## src/rtl/spike_event_packer.sv

```systemverilog
// Multi-channel spike timestamper: edge detect, pending latch, round-robin arbiter,
// event FIFO and MSB-first byte serializer on an AXI-Stream master.
module spike_event_packer #(
  parameter int unsigned N_CH       = 16,
  parameter int unsigned TS_WIDTH   = 28,
  parameter int unsigned FIFO_DEPTH = 16,
  parameter int unsigned EDGE_MODE  = 0
) (
  input  logic                          clk,
  input  logic                          rst,
  input  logic [N_CH-1:0]               pulse_i,
  input  logic [N_CH-1:0]               ch_en,
  output logic [7:0]                    m_axis_tdata,
  output logic                          m_axis_tvalid,
  input  logic                          m_axis_tready,
  output logic                          m_axis_tlast,
  output logic [15:0]                   drop_cnt,
  output logic [$clog2(FIFO_DEPTH):0]   fifo_level
);

  localparam int unsigned ID_W      = (N_CH > 1) ? $clog2(N_CH) : 1;
  localparam int unsigned PKT_BYTES = (ID_W + TS_WIDTH + 7) / 8;
  localparam int unsigned WORD_W    = 8 * PKT_BYTES;
  localparam int unsigned AW        = $clog2(FIFO_DEPTH);
  localparam int unsigned IDX_W     = (PKT_BYTES > 1) ? $clog2(PKT_BYTES) : 1;
  localparam int unsigned CNT_W     = $clog2(N_CH + 1);

  typedef enum logic {IDLE, SEND} state_t;

  logic [N_CH-1:0]     sync1, sync2, prev, evt, pend, pend_d, pts_we;
  logic [TS_WIDTH-1:0] ts_cnt;
  logic [TS_WIDTH-1:0] pts [N_CH];
  logic [ID_W-1:0]     rr_ptr, gnt_id;
  logic                gnt_valid;
  logic [CNT_W-1:0]    ndrop;
  logic [16:0]         drop_sum;
  logic [WORD_W-1:0]   mem [FIFO_DEPTH];
  logic [WORD_W-1:0]   wdata, rd_data;
  logic [AW-1:0]       wr_ptr, rd_ptr;
  logic [AW:0]         count;
  logic                full, empty, pop;
  state_t              state_q, state_d;
  logic [IDX_W-1:0]    idx_q, idx_d;
  logic [WORD_W-1:0]   sreg_q, sreg_d;

  // Synchroniser, previous-value register and free-running timestamp
  always_ff @(posedge clk or posedge rst) begin
    if (rst) begin
      sync1  <= '0;
      sync2  <= '0;
      prev   <= '0;
      ts_cnt <= '0;
    end else begin
      sync1  <= pulse_i;
      sync2  <= sync1;
      prev   <= sync2;
      ts_cnt <= ts_cnt + TS_WIDTH'(1);
    end
  end

  always_comb begin
    if (EDGE_MODE == 0)      evt = sync2 & ~prev;
    else if (EDGE_MODE == 1) evt = ~sync2 & prev;
    else                     evt = sync2 ^ prev;
    evt = evt & ch_en;
  end

  // Round-robin search starting at rr_ptr; stalls while the FIFO is full
  always_comb begin : arb
    int c;
    c         = 0;
    gnt_valid = 1'b0;
    gnt_id    = '0;
    for (int i = 0; i < int'(N_CH); i++) begin
      c = int'(rr_ptr) + i;
      if (c >= int'(N_CH)) c = c - int'(N_CH);
      if (!gnt_valid && pend[c] && !full) begin
        gnt_valid = 1'b1;
        gnt_id    = ID_W'(c);
      end
    end
  end

  // A grant frees the slot, so a same-cycle event re-arms it instead of dropping
  always_comb begin : pend_logic
    logic gk;
    gk     = 1'b0;
    pend_d = pend;
    pts_we = '0;
    ndrop  = '0;
    for (int k = 0; k < int'(N_CH); k++) begin
      gk = gnt_valid && (gnt_id == ID_W'(k));
      if (gk) pend_d[k] = 1'b0;
      if (evt[k]) begin
        if (pend[k] && !gk) begin
          ndrop = ndrop + CNT_W'(1);
        end else begin
          pend_d[k] = 1'b1;
          pts_we[k] = 1'b1;
        end
      end
    end
  end

  assign drop_sum = {1'b0, drop_cnt} + 17'(ndrop);

  always_ff @(posedge clk or posedge rst) begin
    if (rst) begin
      pend     <= '0;
      rr_ptr   <= '0;
      drop_cnt <= '0;
    end else begin
      pend     <= pend_d;
      drop_cnt <= drop_sum[16] ? 16'hFFFF : drop_sum[15:0];
      if (gnt_valid) begin
        if (gnt_id == ID_W'(N_CH - 1)) rr_ptr <= '0;
        else                           rr_ptr <= gnt_id + ID_W'(1);
      end
    end
  end

  always_ff @(posedge clk) begin
    for (int k = 0; k < int'(N_CH); k++) begin
      if (pts_we[k]) pts[k] <= ts_cnt;
    end
  end

  // Event FIFO
  assign wdata   = WORD_W'({gnt_id, pts[gnt_id]});
  assign rd_data = mem[rd_ptr];
  assign full    = (count == (AW+1)'(FIFO_DEPTH));
  assign empty   = (count == '0);
  assign fifo_level = count;

  always_ff @(posedge clk) begin
    if (gnt_valid) mem[wr_ptr] <= wdata;
  end

  always_ff @(posedge clk or posedge rst) begin
    if (rst) begin
      wr_ptr <= '0;
      rd_ptr <= '0;
      count  <= '0;
    end else begin
      if (gnt_valid) wr_ptr <= wr_ptr + AW'(1);
      if (pop)       rd_ptr <= rd_ptr + AW'(1);
      unique case ({gnt_valid, pop})
        2'b10:   count <= count + (AW+1)'(1);
        2'b01:   count <= count - (AW+1)'(1);
        default: ;
      endcase
    end
  end

  // Serializer state and registered stream outputs
  always_ff @(posedge clk or posedge rst) begin
    if (rst) begin
      state_q       <= IDLE;
      idx_q         <= '0;
      sreg_q        <= '0;
      m_axis_tvalid <= 1'b0;
      m_axis_tdata  <= '0;
      m_axis_tlast  <= 1'b0;
    end else begin
      state_q       <= state_d;
      idx_q         <= idx_d;
      sreg_q        <= sreg_d;
      m_axis_tvalid <= (state_d == SEND);
      m_axis_tdata  <= sreg_d[WORD_W-1 -: 8];
      m_axis_tlast  <= (state_d == SEND) && (idx_d == IDX_W'(PKT_BYTES - 1));
    end
  end

  always_comb begin
    state_d = state_q;
    idx_d   = idx_q;
    sreg_d  = sreg_q;
    pop     = 1'b0;
    unique case (state_q)
      IDLE: begin
        if (!empty) begin
          pop     = 1'b1;
          sreg_d  = rd_data;
          idx_d   = '0;
          state_d = SEND;
        end
      end
      SEND: begin
        if (m_axis_tready) begin
          if (idx_q == IDX_W'(PKT_BYTES - 1)) begin
            if (!empty) begin
              pop    = 1'b1;
              sreg_d = rd_data;
              idx_d  = '0;
            end else begin
              state_d = IDLE;
            end
          end else begin
            idx_d  = idx_q + IDX_W'(1);
            sreg_d = sreg_q << 8;
          end
        end
      end
      default: state_d = IDLE;
    endcase
  end

endmodule

```

## config.mk

```make
export PLATFORM = sky130hd
export DESIGN_NAME = spike_event_packer
export DESIGN_NICKNAME = d
export VERILOG_FILES = /design/src/rtl/spike_event_packer.sv
export SDC_FILE = /design/constraint.sdc
export NUM_CORES = 1
export LEC_CHECK = 0
export CORE_MARGIN = 2
export CORE_UTILIZATION = 57
export CTS_CLUSTER_SIZE = 12
export DETAILED_ROUTE_END_ITERATION = 8
export PLACE_DENSITY = 0.76
export SLEW_MARGIN = 20
export SYNTH_ARGS = -nofsm -noshare
export SYNTH_HDL_FRONTEND = slang
export SYNTH_SLANG_ARGS = --single-unit
```

## constraint.sdc

```tcl
create_clock -name clk -period 14.4 [get_ports clk]
set_clock_uncertainty 0.2 [all_clocks]
set_input_delay 2.88 -clock clk [delete_from_list [all_inputs] [get_ports clk]]
set_output_delay 2.88 -clock clk [all_outputs]
set_load 0.02 [all_outputs]
```

[Word-level counts from Yosys, hierarchy flattened]
Memories as Yosys holds them, arrays and structs flattened.
Cells that the tools add are included.
Storage, ports and cells
  register bits: 161
  bits in latches: 0
  RAM bits: 960
  bits in read-only memories: 0
  output and inout port bits: 31
  logic and storage cells: 487
  memories: 2
Cells by class
  add/sub/neg operators: 54
  multipliers: 0
  divide/modulo/power cells: 0
  order comparisons: 32
  equality and inequality tests: 21
  shift-type cells: 0
  mux-type cells: 260
  bitwise logic cells: 4
  reduce and logical (&&, ||, !) cells: 99
Memories
  mem: words 16, width 32, rd ports 1, clocked after Yosys merged registers in 0, write ports 1, RTL line 37  | logic [WORD_W-1:0] mem [FIFO_DEPTH];
  pts: words 16, width 28, rd ports 1, clocked after Yosys merged registers in 0, write ports 16, RTL line 32  | logic [TS_WIDTH-1:0] pts [N_CH];
Operator list (number)
  32-bit two-way mux: 19
  32-bit by 6-bit less-than comparator with 1-bit output (second input constant): 16
  1-bit two-way mux: 169
  5-bit two-way mux: 30
  5-bit by 5-bit subtractor with 6-bit output (second input constant): 15
  5-bit by 1-bit adder with 5-bit output (second input constant): 16
  5-bit greater-or-equal comparator (second input constant): 15
  4-bit two-way mux: 17
  1-bit binary-select mux with 4-bit select: 16
  1-bit logical AND: 64
  32-bit case mux with 2 select lines: 1
  4-bit by 4-bit adder with 5-bit output (second input constant): 8
  16-bit AND: 2
  4-bit equality test (second input constant): 8
  1-bit zero test: 32
  28-bit by 1-bit adder with 28-bit output (second input constant): 1
  4-bit by 3-bit adder with 5-bit output (second input constant): 4
  16-bit by 5-bit adder with 17-bit output: 1
  4-bit by 3-bit equality test with 1-bit output (second input constant): 4
  16-bit two-way mux: 1
  16-bit NOT: 1
  4-bit by 1-bit adder with 4-bit output (second input constant): 3
  4-bit by 2-bit adder with 5-bit output (second input constant): 2
  5-bit case mux with 2 select lines: 1
  other kinds (18): 24

[Depth between registers and ports, before layout]
  word-level depth: 120
  gate-level depth with buffers: 74

[Worst setup path before layout]
OpenSTA, ideal clock, no wires.
  kind: reg-to-reg
  start: reg rr_ptr[1]
  end: reg drop_cnt[10]
  data arrival time: 14.473 ns
  data required time: 14.058 ns
  setup slack: -0.414 ns
  cell stages (with the launch flop): 70
  path buffers: 10
  path through: dfrtp_1 -> buf_2 -> buf_4 -> buf_1 -> inv_1 -> ha_1 -> buf_2 -> buf_6 -> mux4_2 -> mux2i_1 -> mux2_1 -> a41oi_1 -> nor4_4 -> and2_1 -> a211oi_1 -> o21a_1 -> buf_4 -> clkbuf_1 -> [34 not listed] -> nand3_1 -> o311a_1 -> ha_1 -> mux2_2 -> ha_1 -> mux2_2 -> ha_1 -> nand2_1 -> nor2_1 -> mux2_1 -> a311oi_2 -> xnor2_1 -> ha_1 -> o21a_1 -> o2111ai_1 -> or3_1 -> clkbuf_1 -> nand3_1
On the way
  cells in the longest elaborated chain, start to end: 120
RTL lines
  start: declaration: RTL line 33  | logic [ID_W-1:0] rr_ptr, gnt_id;
  start signal: assignment: RTL line 117  | else rr_ptr <= gnt_id + ID_W'(1);
  branches (longest 117 deep; another with 5-bit by 5-bit subtractor with 6-bit output)
  5-bit two-way mux *: RTL line 94  | if (evt[k]) begin
  16-bit by 5-bit adder with 17-bit output *: RTL line 105  | assign drop_sum = {1'b0, drop_cnt} + 17'(ndrop);
  16-bit two-way mux *: RTL line 114  | drop_cnt <= drop_sum[16] ? 16'hFFFF : drop_sum[15:0];
  end signal: assignment: RTL line 114
  end: declaration: RTL line 17  | output logic [15:0] drop_cnt,
Every way passes the cells marked *. The select of a mux whose other input is x is not followed.
A chain may end at the register's enable or synchronous reset.

[Worst setup path after layout]
  start: reg rr_ptr[1]
  end: reg drop_cnt[15]
The elaborated chain is that of the path after synthesis.

==> out/results.ini <==
[floorplan]
fp.dieW_um = 293
dieArea_um2 = 85700
die_h_um = 293
ioPinCount = 66
rows = 105
initial_core_util = 0.577
core_area_um2 = 82400

[setup_path]
worstPathArrival_ns = 14.17
cp_slowest_cell = mux2_2
reg2regPathDepth = 64
worstPathRequired_ns = 14.78
critPathMaxFanout = 20
crit_top_cell = ha_1
critPathCaptureType = register
timing.rr.end = drop_cnt[15]
r2r_start = rr_ptr[1]
r2r_slack_ns = 0.61
slowest_delay_ns = 0.44
path_class = register to register
cp-start-kind = register

[placement]
port_buffers = 65
pre_cts_ws_ns = -0.227
routabilityCongestion = 0.879
placed_area_um2 = 49800
dp_hpwl_um = 59200

[global_routing]
grt_overflow_total = 0
grt_use_total = 0.254
grt_pass1_vias = 26299
grt_pass1_wl_um = 163000
grt_max_degree = 129
antenna_found_initial = 0

[yosys]
yosys_warnings = 0
synth_compound_area_frac = 0.0535
syn_inst = 2773
synthFlopType = edfxtp_1
synth_edf_count = 960
synth.cell_area_um2 = 47500
async_flop_share = 0.144
synth_nets = 2848
synth_seq_area_share = 0.691
synth_fa_ha_area_frac = 0.0108
synthMuxAreaShare = 0.151
synth_top_family_by_area = multiplexers
ys_seq_elements = 1121
synth-simple-area-share = 0.0515
synthXorXnorAreaFrac = 0.0251
syn_avg_cell_area_um2 = 17.1
yosysUniqueCellTypes = 99

[timing]
whs_ns = 0.148
slew_headroom = 0.205
max_freq_mhz = 72.5
drv_slew = 0
finalHoldViolCount = 0
setup-violations-final = 0
tightest_slew_ns = 1.19
worst_slack_ns = 0.614
period_share = 0.957
period_minus_slack_ns = 13.79
fin_setup_tns_ns = 0

[clock_tree]
clock_latency_ns = 0.70
path_clk_slew_ns = 0.06
cts_tree = built
clock-sinks = 1121
clock_path_buffers = 3
cts_made_buffers = 109
root_buffer = clkbuf_16
hold_buffers = 0
htreeDepth = 3

[detailed_routing]
num_vias = 25904
drcViolationCount = 0
drt_iter0_markers = 2579
antenna_left = 0
first_pass_iters = 5
detail_route.wl_per_cell_um = 26.7
finalWirelength_um = 108000
viasPerCell = 6.40

[min_path]
hold_start = sync1[9]
holdPathStages = 0
hp-class = register to register
worstHoldEndpoint = sync2[9]

[final_layout]
fin_area_um2 = 53600
drive_above_1_share = 0.203
syn2layout_area_growth_pct = 12.7
final_nets = 2964
diodes = 0

[run]
cap_violations = 0

[run_status]
status = finished clean

## critical path: cells and delay by family (launching register included)
family,cells,cell delay (ns)
adder cells (fa/ha/maj),12,3.51
AND/OR/NAND/NOR,21,3.33
AO/OA/AOI/OAI,15,2.61
multiplexers,5,1.64
XOR/XNOR,6,1.30
buffers and inverters,5,0.68
flip-flops,1,0.41
## through the flow
| step | cells | utilization |
|---|---|---|
| finish | 4050 | 0.651 |
| detailed placement | 3834 | 0.605 |
| global route | 4050 | 0.651 |
| global placement | 3834 | 0.604 |
| CTS | 4036 | 0.645 |
| floorplan | 2773 | - |
## registers in the layout (all words and copies together) (netlist names)
signal,flops
mem,512
pts,448
sreg_q,32
ts_cnt,28
drop_cnt,16
pend,16
prev,16
sync1,16
sync2,16
fifo_level,5
rd_ptr,4
rr_ptr,4
wr_ptr,4
idx_q,2
m_axis_tlast,1
state_q,1
## routing by layer
layer | wire [um] | part of all wire | GRT usage
met5 | 0 | 0 | 0
met4 | 2330 | 0.022 | 0.0623
met3 | 8070 | 0.075 | 0.0401
met2 | 53900 | 0.50 | 0.422
met1 | 44000 | 0.41 | 0.358
## Yosys cell counts, types with 7 or more instances
| library cell | n | area share |
|---|---|---|
| buf_2 | 8 | 0.00084 |
| o22ai_1 | 33 | 0.0043 |
| buf_4 | 15 | 0.0024 |
| buf_1 | 41 | 0.0032 |
| mux2_2 | 22 | 0.0052 |
| dfrtp_1 | 161 | 0.085 |
| nor4_1 | 8 | 0.0011 |
| a31oi_1 | 8 | 0.0011 |
| ha_1 | 38 | 0.010 |
| nand4_1 | 11 | 0.0014 |
| mux4_2 | 206 | 0.098 |
| nor2_1 | 90 | 0.0071 |
| o21ai_0 | 31 | 0.0033 |
| a21o_1 | 12 | 0.0019 |
| and2_1 | 33 | 0.0043 |
| a211oi_1 | 63 | 0.0099 |
| and3b_1 | 7 | 0.0013 |
| a21oi_1 | 91 | 0.0096 |
| a21boi_0 | 7 | 0.0011 |
| a311oi_1 | 31 | 0.0057 |
| nand2b_1 | 7 | 0.00092 |
| nor2b_1 | 18 | 0.0024 |
| xor2_1 | 31 | 0.0057 |
| edfxtp_1 | 960 | 0.61 |
| and4_1 | 7 | 0.0013 |
| inv_1 | 33 | 0.0026 |
| or3_1 | 7 | 0.00092 |
| nand2_1 | 169 | 0.013 |
| or2_2 | 12 | 0.0016 |
| and2_0 | 7 | 0.00092 |
| xnor2_1 | 63 | 0.012 |
| nand3_1 | 42 | 0.0044 |
| mux2i_1 | 227 | 0.048 |
| a22o_1 | 11 | 0.0020 |
| nor3_1 | 18 | 0.0019 |
| and3_1 | 16 | 0.0021 |
| clkbuf_1 | 86 | 0.0068 |
| nand3b_1 | 14 | 0.0022 |
## timing repair
item / in CTS / in global routing
pin swaps: 0 / 13
buffers inserted: 0 / 14
setup endpoints to repair: 16 / 16
gates resized for setup: 5 / 54
## worst max path at each step
stage	startpoint	endpoint	cells past startpoint
after global routing	rr_ptr[2]	drop_cnt[15]	63
final	rr_ptr[1]	drop_cnt[15]	64
after floorplan	rr_ptr[1]	drop_cnt[10]	69
after detailed placement	rr_ptr[1]	drop_cnt[4]	58
after CTS	rr_ptr[1]	drop_cnt[15]	62
after global placement	rr_ptr[1]	drop_cnt[4]	59
## cell usage in the layout, fill, tap and decap left out, drive strengths merged, types with 10 or more instances in the layout
master	Yosys	final
a211oi	64	64
a21o	12	12
a21oi	91	91
a22o	11	11
a311oi	32	32
a31oi	10	10
and2	40	40
and3	16	16
buf	66	91
clkbuf	86	189
clkdlybuf4s50	0	65
clkinv	0	10
dfrtp	161	161
edfxtp	960	960
ha	38	38
inv	38	40
mux2	24	24
mux2i	227	227
mux4	206	206
nand2	169	169
nand3	42	42
nand3b	14	14
nand4	11	11
nor2	91	91
nor2b	18	18
nor3	18	18
nor4	10	10
o21ai	36	36
o22ai	34	34
or2	14	14
xnor2	71	71
xor2	36	36
## final cells by class
class	count	area, um2
sequential	1121	32900
tap	1070	1340
clock buffer	188	3120
inverter	38	164
multi-input combinational	1462	14500
clock inverter	14	199
fill	5439	28800
timing repair buffer	157	1390
## kinds of logic (layout without fill, tap and decap cells)
logic type,Yosys count,count (layout)
flops,1121,1121
simple gates,489,489
mux,457,457
compound gates,364,364
buf+inv,190,397
xor+xnor,112,112
fa+ha+maj,40,40
Power is left out: the tool's default activity adds up to more than one toggle a clock period on the data nets, which glitch-free logic cannot reach.
